**src/rtl/csa_carry_resolver_if.sv**
```systemverilog
// Handshake bundle for the carry-save resolver. The producer side (master) drives
// the input pair and out_ready. The resolver (slave) drives ready, valid and the result.
interface csa_carry_resolver_if #(
    parameter int WIDTH = 64
);
    logic             in_valid;
    logic             in_ready;
    logic [WIDTH-1:0] sum_in;
    logic [WIDTH-1:0] carry_in;
    logic             out_valid;
    logic             out_ready;
    logic [WIDTH-1:0] result;
    logic [1:0]       result_hi;

    modport master (
        output in_valid, sum_in, carry_in, out_ready,
        input  in_ready, out_valid, result, result_hi
    );

    modport slave (
        input  in_valid, sum_in, carry_in, out_ready,
        output in_ready, out_valid, result, result_hi
    );
endinterface

```
**src/rtl/csa_carry_resolver.sv**
```systemverilog
// Slice-serial carry-propagate adder. It turns a carry-save (sum, carry) pair into
// binary: result = sum_in + 2*carry_in. One SLICE-wide chunk is resolved per cycle.
// Bits that overflow past WIDTH are kept in result_hi.
module csa_carry_resolver #(
    parameter int WIDTH = 64,
    parameter int SLICE = 16
) (
    input  logic                 clk,
    input  logic                 rst_n,
    csa_carry_resolver_if.slave  bus,
    output logic                 busy
);
    localparam int NSLICE = WIDTH / SLICE;
    localparam int CNT_W  = (NSLICE > 1) ? $clog2(NSLICE) : 1;

    if ((WIDTH % SLICE) != 0) begin : g_bad_slice
        $error("WIDTH must be an integer multiple of SLICE");
    end

    typedef enum logic [1:0] {IDLE, BUSY, DONE} state_t;

    // One slice of the ripple: SLICE-bit add with carry in, carry out on top
    function automatic logic [SLICE:0] slice_add(input logic [SLICE-1:0] a,
                                                 input logic [SLICE-1:0] b,
                                                 input logic             cin);
        return {1'b0, a} + {1'b0, b} + {{SLICE{1'b0}}, cin};
    endfunction

    state_t             state_q, state_d;
    logic [CNT_W-1:0]   cnt_q, cnt_d;
    logic               cin_q, cin_d;
    logic               top_c_q, top_c_d;
    logic [WIDTH-1:0]   a_q, a_d;
    logic [WIDTH-1:0]   b_q, b_d;
    logic [WIDTH-1:0]   result_q, result_d;
    logic [1:0]         result_hi_q, result_hi_d;
    logic               out_valid_q, out_valid_d;
    logic               in_ready_q, in_ready_d;
    logic               busy_q, busy_d;
    logic [SLICE:0]     add;
    int                 base;

    // Next-state logic: accept in IDLE, resolve one slice per BUSY cycle, hold in DONE
    always_comb begin
        state_d     = state_q;
        cnt_d       = cnt_q;
        cin_d       = cin_q;
        top_c_d     = top_c_q;
        a_d         = a_q;
        b_d         = b_q;
        result_d    = result_q;
        result_hi_d = result_hi_q;
        out_valid_d = out_valid_q;
        in_ready_d  = in_ready_q;
        busy_d      = busy_q;
        base        = int'(cnt_q) * SLICE;
        add         = slice_add(a_q[base +: SLICE], b_q[base +: SLICE], cin_q);

        case (state_q)
            IDLE: begin
                if (bus.in_valid) begin
                    // The carry vector has weight 2^(i+1). Its top bit falls outside
                    // WIDTH, so it is folded into result_hi at the end.
                    a_d        = bus.sum_in;
                    b_d        = {bus.carry_in[WIDTH-2:0], 1'b0};
                    top_c_d    = bus.carry_in[WIDTH-1];
                    cin_d      = 1'b0;
                    cnt_d      = '0;
                    state_d    = BUSY;
                    in_ready_d = 1'b0;
                    busy_d     = 1'b1;
                end
            end
            BUSY: begin
                result_d[base +: SLICE] = add[SLICE-1:0];
                cin_d = add[SLICE];
                cnt_d = cnt_q + CNT_W'(1);
                if (cnt_q == CNT_W'(NSLICE - 1)) begin
                    cnt_d       = '0;
                    state_d     = DONE;
                    busy_d      = 1'b0;
                    out_valid_d = 1'b1;
                    result_hi_d = {1'b0, top_c_q} + {1'b0, add[SLICE]};
                end
            end
            DONE: begin
                if (bus.out_ready) begin
                    state_d     = IDLE;
                    out_valid_d = 1'b0;
                    in_ready_d  = 1'b1;
                end
            end
            default: begin
                state_d     = IDLE;
                out_valid_d = 1'b0;
                in_ready_d  = 1'b1;
                busy_d      = 1'b0;
            end
        endcase
    end

    // State and registered outputs; reset abandons any in-flight operation
    always_ff @(posedge clk or negedge rst_n) begin
        if (!rst_n) begin
            state_q     <= IDLE;
            cnt_q       <= '0;
            cin_q       <= 1'b0;
            top_c_q     <= 1'b0;
            a_q         <= '0;
            b_q         <= '0;
            result_q    <= '0;
            result_hi_q <= '0;
            out_valid_q <= 1'b0;
            in_ready_q  <= 1'b1;
            busy_q      <= 1'b0;
        end else begin
            state_q     <= state_d;
            cnt_q       <= cnt_d;
            cin_q       <= cin_d;
            top_c_q     <= top_c_d;
            a_q         <= a_d;
            b_q         <= b_d;
            result_q    <= result_d;
            result_hi_q <= result_hi_d;
            out_valid_q <= out_valid_d;
            in_ready_q  <= in_ready_d;
            busy_q      <= busy_d;
        end
    end

    assign bus.in_ready  = in_ready_q;
    assign bus.out_valid = out_valid_q;
    assign bus.result    = result_q;
    assign bus.result_hi = result_hi_q;
    assign busy          = busy_q;
endmodule

```
**src/flat_wrapper.sv**
```systemverilog
// flat-port wrapper written by rule: the top's interface ports become plain ports
module csa_carry_resolver_flat 
#(
    parameter int WIDTH = 64,
    parameter int SLICE = 16
)
  (clk, rst_n, busy, bus_in_valid, bus_sum_in, bus_carry_in, bus_out_ready, bus_in_ready, bus_out_valid, bus_result, bus_result_hi);
  csa_carry_resolver_if #(.WIDTH(WIDTH)) bus_i ();
  input  logic clk;
  input  logic rst_n;
  output logic busy;
  input wire logic [$bits(bus_i.in_valid)-1:0] bus_in_valid;
  input wire logic [$bits(bus_i.sum_in)-1:0] bus_sum_in;
  input wire logic [$bits(bus_i.carry_in)-1:0] bus_carry_in;
  input wire logic [$bits(bus_i.out_ready)-1:0] bus_out_ready;
  output wire logic [$bits(bus_i.in_ready)-1:0] bus_in_ready;
  output wire logic [$bits(bus_i.out_valid)-1:0] bus_out_valid;
  output wire logic [$bits(bus_i.result)-1:0] bus_result;
  output wire logic [$bits(bus_i.result_hi)-1:0] bus_result_hi;
  assign bus_i.in_valid = bus_in_valid;
  assign bus_i.sum_in = bus_sum_in;
  assign bus_i.carry_in = bus_carry_in;
  assign bus_i.out_ready = bus_out_ready;
  assign bus_in_ready = bus_i.in_ready;
  assign bus_out_valid = bus_i.out_valid;
  assign bus_result = bus_i.result;
  assign bus_result_hi = bus_i.result_hi;
  csa_carry_resolver #(.WIDTH(WIDTH), .SLICE(SLICE)) u_core (.clk(clk), .rst_n(rst_n), .bus(bus_i), .busy(busy));
endmodule
```
**config.mk**
```make
export PLATFORM = sky130hd
export DESIGN_NAME = csa_carry_resolver_flat
export DESIGN_NICKNAME = d
export VERILOG_FILES = /design/src/rtl/csa_carry_resolver_if.sv /design/src/rtl/csa_carry_resolver.sv /design/src/flat_wrapper.sv
export SDC_FILE = /design/constraint.sdc
export NUM_CORES = 1
export LEC_CHECK = 0
export BUFFER_PORTS_ARGS = -buffer_cell sky130_fd_sc_hd__buf_2
export CORE_MARGIN = 10
export CORE_UTILIZATION = 49
export CTS_CLUSTER_SIZE = 12
export DETAILED_ROUTE_END_ITERATION = 12
export PLACE_DENSITY = 0.85
export SLEW_MARGIN = 0
export SYNTH_ARGS = -nofsm -noshare
export SYNTH_HDL_FRONTEND = slang
export SYNTH_SLANG_ARGS = --single-unit
```
**constraint.sdc**
```tcl
create_clock -name clk -period 3.7 [get_ports clk]
set_clock_uncertainty 0.1 [all_clocks]
set_input_delay 0.555 -clock clk [delete_from_list [all_inputs] [get_ports clk]]
set_output_delay 0.555 -clock clk [all_outputs]
set_load 0.05 [all_outputs]
```
# After elaboration in Yosys (flattened, before gate mapping)
# Index checks and enable logic that the tools add are counted.
# op_classes
n_addsub	5
multipliers	0
div	0
order_cmp	0
n_eq_ne	6
shifts	4
mux	18
bitwise_logic	3
reduce_logical	9
# ops
operator	count
64-bit by 7-bit variable part select with 16-bit output	2
64-bit bitwise mux	1
16-bit by 33-bit variable shift with 64-bit output (first input constant)	1
16-bit by 33-bit variable part select with 64-bit output	1
6-bit negator with 33-bit output	1
16-bit by 16-bit adder with 17-bit output	1
17-bit by 1-bit adder with 17-bit output	1
3-bit AND reduction	4
2-bit 2-to-1 mux	5
1-bit one-hot mux with 3 select lines	3
1-bit 2-to-1 mux	6
2-bit one-hot mux with 3 select lines	1
2-bit AND reduction	3
2-bit equality test (second input constant)	2
2-bit inequality test (second input constant)	2
2-bit one-hot mux with 2 select lines	1
1-bit inverter	3
1-bit by 1-bit adder with 2-bit output	1
2-bit by 1-bit adder with 2-bit output (second input constant)	1
2-bit by 1-bit equality test with 1-bit output (second input constant)	1
2-bit zero test	1
2-bit by 1-bit inequality test with 1-bit output (second input constant)	1
1-bit one-hot mux with 2 select lines	1
2-bit nonzero test	1
# totals
regBits	202
latch_bits	0
ram_bits	0
romBits	0
input_bits	132
out_inout_bits	69
elab_cells	56
mem_count	0

# Depth between registers and ports, before layout
# Gate-level depths: netlist of run 1.
# logic_depth
depth_word	5
mapped_depth	13
ltp_nobuf	11

# Worst setup path after synthesis of run 1
# Ideal clock, no wire load.
# synth_timing
kind	register -> register
startpoint	reg u_core.cnt_q[0]
endpoint	reg u_core.result_hi_q[0] (netlist: u_core.bus.result_hi[0])
setup_ns	0.125
arrival_time_ns	3.873
required_time_ns	3.475
setup_slack_ns	-0.398
stages_incl_launch_ff	12
path_buffers	2
synth_period_minus_slack_ns	4.098
cell_sequence	dfrtp_1 > buf_2 > buf_1 > mux4_2 > fa_1 > fa_1 > a21o_2 > a221o_1 > a21oi_1 > o21ai_0 > ha_1 > mux2_2
# synth_between
elab_chain_cells	4
elab_cells_between_ends	7
cone_classes	add/sub (3); eq/ne (1); shift (2); reduce/logical (1)
# synth_lines
element	line	text
start, declared	csa_carry_resolver.sv:30	logic [CNT_W-1:0] cnt_q, cnt_d;
start signal, assigned	csa_carry_resolver.sv:118	cnt_q <= cnt_d;
64-bit by 7-bit variable part select with 16-bit output	csa_carry_resolver.sv:57	add = slice_add(a_q[base +: SLICE], b_q[base +: SLICE], cin_q);
16-bit by 16-bit adder with 17-bit output	csa_carry_resolver.sv:26	return {1'b0, a} + {1'b0, b} + {{SLICE{1'b0}}, cin};
17-bit by 1-bit adder with 17-bit output	csa_carry_resolver.sv:26	
1-bit by 1-bit adder with 2-bit output	csa_carry_resolver.sv:83	result_hi_d = {1'b0, top_c_q} + {1'b0, add[SLICE]};
end signal, assigned	csa_carry_resolver.sv:124	result_hi_q <= result_hi_d;
end, declared	csa_carry_resolver.sv:36	logic [1:0] result_hi_q, result_hi_d;
# Several ways; a longest one is shown, not always the timed one.
# A chain may end at the register's enable or synchronous reset.

# Worst setup path in the final report of run 1
# layout_timing
startpoint	reg u_core.cnt_q[0]
endpoint	reg u_core.result_q[61] (netlist: u_core.bus.result[61])
# layout_between
elab_chain_cells	5
elab_cells_between_ends	8
cone_classes	add/sub (3); shift (4); mux (1)
# layout_lines
element	line	text
64-bit by 7-bit variable part select with 16-bit output	csa_carry_resolver.sv:57	
16-bit by 16-bit adder with 17-bit output	csa_carry_resolver.sv:26	
17-bit by 1-bit adder with 17-bit output	csa_carry_resolver.sv:26	
16-bit by 33-bit variable part select with 64-bit output	csa_carry_resolver.sv:75	result_d[base +: SLICE] = add[SLICE-1:0];
64-bit bitwise mux *	csa_carry_resolver.sv:75	
end signal, assigned	csa_carry_resolver.sv:123	result_q <= result_d;
end, declared	csa_carry_resolver.sv:35	logic [WIDTH-1:0] result_q, result_d;
# Mark *: on every way between the ends. The rest lies on a longest branch, timed or not.

==> results.md, run 1 <==
- Run status: complete, but fails checks
- Failing checks: hold timing
- Clk Tree Root Cell: clkbuf_16
- DRT Pass-1 Iters: 5
- Area grow syn2layout: 22.40%
- Arr. time, crit path: 3780 ps
- TritonCTS clock tree: yes
- ANT cells: 0
- Startpoint Class: flip-flop
- Synth cell types: 52
- Grt met2 use: 30.68%
- Initial antenna violation count: 0
- Initial DRC Count: 367
- WHS: -30.92 ps
- Cts repair resizes: 0
- Avg Cell Area, Syn: 14.31 um^2
- GRT met1 Usage: 25.39%
- Tmin final: 3495 ps
- Fmax: 0.2861 GHz
- Routed WL per cell: 21.74 um
- Core area: 0.01815 mm^2
- Post-CTS Setup Repair Bufs: 0
- Final setup viols: 0
- Post-synth ARST share: 100.0%
- Met3 Use GR: 4.139%
- Die footprint: 0.02453 mm^2
- First-pass GRT wire length: 37070 um
- Most frequent cell after synthesis: dfrtp_1
- Placed Cells: 1052
- Area leader, netlist: dfrtp_1
- # Max-Cap Violations: 0
- Htree depth: 1
- Die Span Y: 156.6 um
- Routed WL: 23680 um
- Starting Density: 50.39%
- Synthesis-stage register bit count: 202
- Hold Vio Cnt, Final: 18
- Final Cycle Share: 94.47%
- DIE WIDTH: 156.6 um
- Antenna viol nets, final: 0
- Clock-pin slew on the worst setup and hold paths: 60 ps
- Crit path kind: flip-flop to flip-flop
- Hold Path Class: primary input to async pin
- Cts bufs inserted: 22
- Area share of the largest cell type after synthesis: 55.00%
- Top_reg_cell synth: dfrtp_1
- GRT overflow: 0
- Largest net degree at the start of global routing: 85
- Core Rows: 49
- PnR worst setup slack: 204.8 ps
- Max-slew headroom: 28.04%
- Tot GR Track Use: 18.90%
- Io pins: 201
- Top cells by area, synth: dfrtp_1 (55%), mux2_2 (16%), mux4_2 (7.6%)
- Later-pin clock latency in the skew report: 500 ps
- Hpwl dp: 17720 um
- Mapped Area: 0.009145 mm^2
- NumNets Final: 1003
- Most Crowded Layer GR: met2
- Layout cells sized above 1: 50.23%
- Avg Vias per Cell: 5.780
- Routed via count: 6294
- Synth top cells by count: dfrtp_1 (201), mux2_2 (130), a22o_1 (46)
- Worst slew pin tran: 1075 ps
- Number of flops mapped to enable cells by yosys: 0
- Hold buffer count at cts: 0
- CP endpoint kind: flip-flop
- Placement Setup Slack: 107.2 ps
- Vias in the first global route: 6729
- Post-Route Setup TNS: 0 ps
- Slew Viols, Final: 0
- Synthesis Warnings: 0
- Clk buf depth: 3
- Cells after Synth: 639
- Non-Filler Instances: 1089
- GPL Wtd Cong: 0.9205
- Worst-path fanout max: 13
- Register area share after synthesis: 55.29%
- RSZ-0062 raised after global routing: no
- DRC errors left: 0
- Clock sink count: 202
- CP required: 3990 ps
- Port-buffer cells: 200
- Syn Nets: 795
area by class of cell:
type	count	area, um^2
clock inverter	3	40.04
clock buffer	34	676.9
sequential	202	5059
fill	1358	6954
multi-input combinational	397	3910
inverter	5	18.77
tap	229	286.5
timing repair buffer	219	1202
routing by layer:
layer / part of all wire [%] / vias up / routed length (um)
met4: 2.1 / 0 / 500
met3: 7.8 / 38 / 1857
met5: 0 / - / 0
met1: 42 / 3154 / 10060
met2: 48 / 271 / 11260
li1: - / 2831 / -
placed cells by master (no fill, tap or decap), drive strengths merged, types with 12 or more instances in the layout:
cell / instances
nand2: 37
dfrtp: 201
mux4: 31
buf: 218
a22o: 46
clkbuf: 35
o21ai: 13
mux2: 130
ha: 22
nor2: 12
a21oi: 17
worst paths after layout:
path                                                    from                           endpoint  slack, ps  cells after the start
setup / recovery                 u_core.cnt_q[0]$_DFFE_PN0P_  u_core.bus.result[61]$_DFFE_PN0P_        200                     10
hold / removal                                         rst_n  u_core.bus.result[17]$_DFFE_PN0P_        -30                      1
setup reg to reg                 u_core.cnt_q[0]$_DFFE_PN0P_  u_core.bus.result[61]$_DFFE_PN0P_        200                     10
hold reg to reg            u_core.bus.result[31]$_DFFE_PN0P_  u_core.bus.result[31]$_DFFE_PN0P_        390                      2
max in group asynchronous                              rst_n    u_core.bus.in_ready$_DFFE_PN1P_       2630                      2
min in group clk                              bus_sum_in[62]         u_core.a_q[62]$_DFFE_PN0P_        190                      2
critical path: stages, from the launching register on:
cell	delay, ps
dfrtp_2	380
buf_4	180
buf_4	240
mux4_2	560
ha_1	550
and3_1	250
nand2_1	70
nor4_1	350
buf_4	190
o21ai_0	190
a32o_1	310
state kept, by name, indices dropped and copies added, names as in the netlist, 2 cells and up:
name	cells
u_core.cnt_q	2
u_core.bus.result	64
u_core.bus.result_hi	2
u_core.state_q	2
u_core.a_q	64
u_core.b_q	63
cells by family (layout without fill, tap and decap cells):
logic type | count (synthesis) | count (layout) | synth area share [%]
adder cells (fa/ha/maj) | 24 | 24 | 3.448
AND/OR/NAND/NOR | 83 | 83 | 4.406
multiplexers | 162 | 162 | 23.75
AO/OA/AOI/OAI | 118 | 118 | 10.03
flip-flops | 202 | 202 | 55.29
XOR/XNOR | 10 | 10 | 0.9578
buffers and inverters | 40 | 261 | 2.121
metrics by stage:
stage	hold WS (ps)	utilization, %	area (um^2)
4_1_cts	9.229	61.64	11190
6_report	-30.92	61.68	11190
5_1_grt	22.94	61.68	11190
3_3_place_gp	360.2	57.69	10470
2_1_floorplan	159.4	-	9156
3_5_place_dp	377.2	57.69	10470
Power of run 1 is left out: the tool's default activity adds up to more than one toggle a clock period on the data nets, which glitch-free logic cannot reach.
==> inputs of run 2 (changes only) <==
--- a/config.mk
+++ b/config.mk
@@ -5,12 +5,13 @@
 export SDC_FILE = /design/constraint.sdc
 export NUM_CORES = 1
 export LEC_CHECK = 0
+export ABC_AREA = 1
 export BUFFER_PORTS_ARGS = -buffer_cell sky130_fd_sc_hd__buf_2
 export CORE_MARGIN = 10
-export CORE_UTILIZATION = 49
+export CORE_UTILIZATION = 50
 export CTS_CLUSTER_SIZE = 12
 export DETAILED_ROUTE_END_ITERATION = 12
-export PLACE_DENSITY = 0.85
+export PLACE_DENSITY = 0.86
 export SLEW_MARGIN = 0
 export SYNTH_ARGS = -nofsm -noshare
 export SYNTH_HDL_FRONTEND = slang
==> constraint.sdc (replaced) <==
create_clock -name clk -period 3.7 [get_ports clk]
set_clock_uncertainty 0.1 [all_clocks]
set_input_delay 0.555 -clock clk [delete_from_list [all_inputs] [get_ports clk]]
set_output_delay 0.555 -clock clk [all_outputs]
set_load 0.005 [all_outputs]
==> results.md, run 2 <==
- Max-slew headroom: 35.56% (+7.5 points)
- Core area: 0.01889 mm^2 (+4.1%)
- Critical Path Max Stage Delay: 470 ps (-90 ps)
- Post-synth ARST share: 100.0% (unchanged)
- Most frequent cell after synthesis: nand2_1
- Later-pin clock latency in the skew report: 500 ps (about the same)
- Arr. time, crit path: 3450 ps (-330 ps)
- Clock sink count: 202 (unchanged)
- DIE WIDTH: 159.1 um (+1.6%)
- Initial antenna violation count: 0 (unchanged)
- DRT Pass-1 Iters: 5 (unchanged)
- Commonest cells after routing, fill and taps aside: nand2_1 (587), dfrtp_1 (200), buf_2 (199)
- Worst slew pin tran: 966.6 ps (-108.8 ps)
- Synth top cells by count: nand2_1 (588), dfrtp_1 (201), o21ai_0 (82)
- Largest net degree at the start of global routing: 109 (+28%)
- # Max-Cap Violations: 0 (unchanged)
- Avg Cell Area, Syn: 7.930 um^2 (-45%)
- Placed Cells: 1633 (+55%)
- Crit path kind: flip-flop to flip-flop
- Commonest non-fill, non-tap cell in the layout: nand2_1
- RSZ-0062 raised after global routing: no
- Fin area: 0.01149 mm^2 (+2.7%)
- Core Rows: 50 (+2.0%)
- First-pass GRT wire length: 45920 um (+24%)
- Cts repair resizes: 0 (unchanged)
- Final setup viols: 0 (unchanged)
- Non-Filler Instances: 1667 (+53%)
- Top_reg_cell synth: dfrtp_1
- ANT cells: 0 (unchanged)
- Area share of the largest cell type after synthesis: 51.99% (-3.0 points)
- Max VDD drop: 0.6268 mV
- Synthesis-stage register bit count: 202 (unchanged)
- DRC errors left: 0 (unchanged)
- Worst-path fanout max: 61 (+48)
- Hpwl dp: 20860 um (+18%)
- Top cells by area, synth: dfrtp_1 (52%), nand2_1 (23%), o21ai_0 (4.2%)
- Die Span Y: 159.1 um (+1.6%)
- Crit-path cells: buf_4 -> o21ai_0 -> o22ai_1 -> ha_1 -> nand2_1 -> inv_1 -> a21oi_1 -> nand2_2 -> xor2_2 -> nand2_1 -> nor2_2 -> nand2_1 -> nand2_1
- Port-buffer cells: 200 (unchanged)
- Hold Vio Cnt, Final: 0 (-18)
- Tmin final: 3117 ps (-378.6 ps)
- Top delay family on crit path: simple AND/OR/NAND/NOR gates
- Cells after Synth: 1220 (+91%)
- Most used cell, CP: nand2_1
- Leak Pwr: 0.006487 uW
- Slew Viols, Final: 0 (unchanged)
- NumNets Final: 1553 (+55%)
- Clk Tree Root Cell: clkbuf_16
- Multi-input logic area: 0.004114 mm^2 (+5.2%)
- Routed WL: 28440 um (+20%)
- Antenna viol nets, final: 0 (unchanged)
- Routed WL per cell: 17.06 um (-22%)
- Tot GR Track Use: 21.58% (+2.7 points)
- Layout cells sized above 1: 19.12% (-31 points)
- CP endpoint kind: flip-flop
- Synth cell types: 36 (-31%)
- PwrDens: 1102 mW/mm^2
- CP required: 4030 ps (+40 ps)
- Area grow syn2layout: 18.82%
- Vias in the first global route: 8856 (+32%)
- Htree depth: 1 (unchanged)
- Startpoint Class: flip-flop
- Post-CTS Setup Repair Bufs: 0 (unchanged)
- Die footprint: 0.02531 mm^2 (+3.2%)
- Final Cycle Share: 84.23% (-10 points)
- Run status: complete, no violations
- Routed via count: 8918 (+42%)
- Io pins: 201 (unchanged)
- Clk buf depth: 3 (unchanged)
- Avg Vias per Cell: 5.350 (-7.4%)
- GRT overflow: 0 (unchanged)
- GPL Wtd Cong: 0.9579 (+4.1%)
- Register area share after synthesis: 52.26% (-3.0 points)
- Post-Route Setup TNS: 0 ps (unchanged)
- Clock-pin slew on the worst setup and hold paths: 60 ps (about the same)
- Cts bufs inserted: 22 (unchanged)
- Register Area: 0.005057 mm^2 (about the same)
- Fillcell total: 1628 (+20%)
- DP Area: 0.01084 mm^2 (+3.5%)
- Fmax: 0.3209 GHz (+12%)
- Synthesis Warnings: 0 (unchanged)
- Hold Path Class: primary input to async pin
- Mapped Area: 0.009674 mm^2 (+5.8%)
- Area leader, netlist: dfrtp_1
- Syn Nets: 1376 (+73%)
- R2R Setup Slk: 580 ps (+380 ps)
- CP max-delay cell: buf_4
- Hold buffer count at cts: 0 (unchanged)
- Worst Path Buf+Inv: 2 (-1)
- Number of flops mapped to enable cells by yosys: 0 (unchanged)
- Starting Density: 51.21% (+0.81 points)
- Initial DRC Count: 991 (+170%)
- TritonCTS clock tree: yes
==> run 2: cell types whose count changed after synthesis, moves of 8 or more <==
| cell | previous run | this run |
|---|---|---|
| nand4_1 | 5 | 17 |
| o22ai_1 | 1 | 31 |
| o21ai_0 | 13 | 82 |
| nand2_1 | 37 | 588 |
| nand3_1 | 5 | 23 |
| nor2_1 | 12 | 80 |
| a21oi_1 | 17 | 9 |
| mux4_2 | 31 | 0 |
| mux2_2 | 130 | 0 |
| inv_1 | 5 | 49 |
| a22o_1 | 46 | 7 |
| buf_4 | 0 | 13 |
| buf_2 | 17 | 25 |
| o21ai_1 | 0 | 10 |
==> run 2: cell type report <==
type                            count  share of cell area (%)
Clock inverter                      4                  0.2177
Timing Repair Buffer              213                   9.851
Inverter                           55                   1.818
Clock buffer                       30                   5.497
Tap cell                          260                   2.830
Sequential cell                   202                   44.00
Multi-Input combinational cell    903                   35.79
==> run 2: cells by family after synthesis <==
kind of cell | Yosys count | synth area share [%]
compound gates | 144 | 8.303
xor+xnor | 9 | 0.8925
flops | 202 | 52.26
buf+inv | 115 | 5.290
fa+ha+maj | 24 | 3.259
simple gates | 726 | 29.99
==> run 2: final timing paths <==
| check | from | cells after the start | end |
|---|---|---|---|
| worst max register to register | u_core.cnt_q[0]$_DFFE_PN0P_ | 13 | u_core.bus.result[55]$_DFFE_PN0P_ |
| max in group asynchronous | rst_n | 2 | u_core.bus.result[56]$_DFFE_PN0P_ |
| min in group clk | bus_sum_in[45] | 3 | u_core.a_q[45]$_DFFE_PN0P_ |
| worst min-delay path | rst_n | 1 | u_core.a_q[22]$_DFFE_PN0P_ |
| worst max-delay path | u_core.cnt_q[0]$_DFFE_PN0P_ | 13 | u_core.bus.result[55]$_DFFE_PN0P_ |
| worst min register to register | u_core.bus.result[31]$_DFFE_PN0P_ | 2 | u_core.bus.result[31]$_DFFE_PN0P_ |
==> run 2: power breakdown <==
| part | total [uW] | leakage [uW] | switching [uW] | internal (uW) |
|---|---|---|---|---|
| Sequential | 3810 | 0.00259 | 642 | 3160 |
| Clock | 2030 | 0.000318 | 848 | 1180 |
| Combinational | 6830 | 0.00358 | 4600 | 2220 |
| Total | 12700 | 0.00649 | 6090 | 6570 |
==> run 2: routing by layer <==
layer / wire [um] / up-vias / track usage, %
li1: - / 4215 / -
met1: 12160 / 4176 / 28.95
met2: 13140 / 477 / 34.62
met3: 2372 / 50 / 4.415
met4: 770 / 0 / 6.192
met5: 0 / - / 0
==> run 2: stage by stage <==
step / utilization (%) / power, uW / setup slack [ps] / hold slack (ps)
after CTS: 60.84 / 12550 / 655.6 / 107.7
after floorplan: - / 8380 / 638.0 / 159.4
after detailed placement: 57.36 / 10440 / 704.0 / 361.2
final: 60.84 / 12660 / 583.3 / 66.35
after global placement: 57.36 / 10230 / 810.9 / 357.0
after global routing: 60.84 / 13660 / 363.4 / 138.2
(Power assumes the default switching activity.)
==> inputs of run 3 (changes only) <==
==> constraint.sdc (replaced) <==
create_clock -name clk -period 2.65 [get_ports clk]
set_clock_uncertainty 0.1 [all_clocks]
set_input_delay 0.3975 -clock clk [delete_from_list [all_inputs] [get_ports clk]]
set_output_delay 0.3975 -clock clk [all_outputs]
set_load 0.005 [all_outputs]
==> results.md, run 3 (synthesis results as in run 2) <==
- Run status: complete, but fails checks
- Failing checks: setup timing
- Final core utilization: 70.31% (+9.5 points)
- Antenna viol nets, final: 0 (unchanged)
- Commonest cells after routing, fill and taps aside: nand2_1 (564), dfrtp_1 (200), buf_2 (199)
- Max-slew headroom: 50.33% (+15 points)
- Startpoint Class: flip-flop
- Io pins: 201 (unchanged)
- Cts bufs inserted: 22 (unchanged)
- Clk buf depth: 3 (unchanged)
- Initial DRC Count: 1075 (+8.5%)
- First-pass GRT wire length: 50560 um (+10%)
- RSZ-0062 raised after global routing: yes
- Commonest non-fill, non-tap cell in the layout: nand2_1
- Later-pin clock latency in the skew report: 510 ps (about the same)
- Critical path endpoint: u_core.bus.result[55]$_DFFE_PN0P_
- ANT cells: 0 (unchanged)
- CP endpoint kind: flip-flop
- NetSw: 10400 uW (+71%)
- Grt met2 use: 37.72% (+3.1 points)
- Arr. time, crit path: 3310 ps (-140 ps)
- Sw Share: 47.04% (-1.1 points)
- Slew Viols, Final: 0 (unchanged)
- Worst path depth: 14 (+1)
- Routed via count: 9906 (+11%)
- CP max-delay cell: dfrtp_2
- Worst-path fanout max: 10 (-84%)
- WHS: 2.270 ps (-64.08 ps)
- Die footprint: 0.02531 mm^2 (unchanged)
- GRT met1 Usage: 30.67% (+1.7 points)
- Crit path kind: flip-flop to flip-flop
- # Max-Cap Violations: 0 (unchanged)
- TritonCTS clock tree: yes
- Met3 Use GR: 6.145% (+1.7 points)
- Hold Vio Cnt, Final: 0 (unchanged)
- Worst Reg-to-Reg Cells: 14 (+1)
- Reg power frac: 24.5% (-5.6 points)
- Max VDD drop: 0.8972 mV (+43%)
- Most used cell, CP: nand2_1
- Most Crowded Layer GR: met2
- Clock-pin slew on the worst setup and hold paths: 60 ps (about the same)
- Top delay family on crit path: simple AND/OR/NAND/NOR gates
- Initial antenna violation count: 1 (+1)
- Internal power: 11710 uW (+78%)
- Vias in the first global route: 9764 (+10%)
- Post-Route Setup TNS: -7155 ps (-7155 ps)
- Layout cells sized above 1: 26.98% (+7.9 points)
- Fmax: 0.3372 GHz (+5.1%)
- NumNets Final: 1685 (+8.5%)
- Largest net degree at the start of global routing: 131 (+20%)
- CP required: 3000 ps (-1030 ps)
- PnR worst setup slack: -315.3 ps (-898.6 ps)
- CP startpoint: u_core.cnt_q[0]$_DFFE_PN0P_
- Avg Vias per Cell: 5.497 (+2.8%)
- Routed WL per cell: 18.55 um (+8.7%)
- Tot GR Track Use: 23.86% (+2.3 points)
- Leak Pwr: 0.007233 uW (+12%)
- R2R Setup Slk: -320 ps (-900 ps)
- Placement Setup Slack: -69.07 ps (-773.1 ps)
- DIE WIDTH: 159.1 um (unchanged)
- Port-buffer cells: 200 (unchanged)
- Clk Tree Root Cell: clkbuf_16
- GPL Wtd Cong: 0.9067 (-5.3%)
- Routed WL: 33420 um (+18%)
- PwrDens: 1665 mW/mm^2 (+51%)
- Die Span Y: 159.1 um (unchanged)
- GRT overflow: 0 (unchanged)
- DRC errors left: 0 (unchanged)
- Final setup viols: 49 (+49)
- Worst Path Buf+Inv: 2 (unchanged)
- Hpwl dp: 21230 um (+1.8%)
- Critical Path Max Stage Delay: 540 ps (+70 ps)
- R2R Path Start: u_core.cnt_q[0]$_DFFE_PN0P_
- Clock sink count: 202 (unchanged)
- Tmin final: 2965 ps (-151.4 ps)
- Core area: 0.01889 mm^2 (unchanged)
- DRT Pass-1 Iters: 6 (+1)
- Hold Path Class: primary input to flip-flop
- RR Endpoint: u_core.bus.result[55]$_DFFE_PN0P_
- Final Cycle Share: 111.9% (+28 points)
- Area grow syn2layout: 37.31%
- Combinational power share: 61.7% (+7.8 points)
- Worst slew pin tran: 745.1 ps (-221.5 ps)
- Crit-path cells: inv_8 -> buf_6 -> o21ai_0 -> o22ai_2 -> ha_1 -> nand2_1 -> nand2_1 -> a21oi_2 -> nand2_2 -> xor2_2 -> nand2_1 -> nor2_2 -> nand2_1 -> nand2_1
- Clock power share: 13.8% (-2.2 points)
- Htree depth: 1 (unchanged)
- Core Rows: 50 (unchanged)
- Starting Density: 51.21% (unchanged)
## run 3: layout make-up
type	instances	area, um^2
flip-flops and latches	202	5057
repair inverters	1	6.256
repair buffers	344	2399
multi-input cells	903	4571
fillers	1340	5609
well taps	260	325.3
clock inverters	2	38.79
inverters	55	216.5
clock buffers	35	670.6
## run 3: routing by layer
layer	vias up	part of all wire [%]
li1	4481	-
met5	-	0
met4	0	5.1
met1	4593	37
met3	127	11
met2	705	46
## run 3: worst min-delay path by stage
stage               slack (ps)                       start  depth (start not counted)                            end
global route                 6               bus_out_ready                          2  u_core.state_q[1]$_DFFE_PN0P_
finish                       2            bus_carry_in[29]                          3     u_core.b_q[30]$_DFFE_PN0P_
floorplan                    2                       rst_n                          0      u_core.a_q[0]$_DFFE_PN0P_
detailed placement         360  u_core.b_q[19]$_DFFE_PN0P_                          2     u_core.b_q[19]$_DFFE_PN0P_
CTS                        0.4            bus_carry_in[29]                          3     u_core.b_q[30]$_DFFE_PN0P_
global placement           360  u_core.a_q[34]$_DFFE_PN0P_                          2     u_core.a_q[34]$_DFFE_PN0P_
## run 3: power groups by stage
stage	combinational, uW	clock [uW]	sequential, uW
final	13600	3060	5410
after global routing	14700	3210	5510
after CTS	11200	3080	5290
after detailed placement	10600	0	5290
after floorplan	6850	0	5040
after global placement	10300	0	5250
## run 3: tightest hold or removal path, cell delays in order
cell and delay, ps:
buf_2 70, nand2_1 60, nand2_1 50
## run 3: repair_timing
item,4_1_cts,5_1_grt
setup buffers,3,4
endpoints found under the setup margin,34,57
hold buffers,68,0
gates cloned,0,2
gates resized for setup,26,103
hold endpoints to repair,150,0
pin swaps,7,23
## run 3: metrics by stage
step	total power [uW]	cell area, um^2	cells
2_1_floorplan	11890	9768	1220
3_3_place_gp	15570	11350	1688
3_5_place_dp	15900	11350	1688
4_1_cts	19580	12860	1796
5_1_grt	23440	13280	1802
6_report	22120	13280	1802
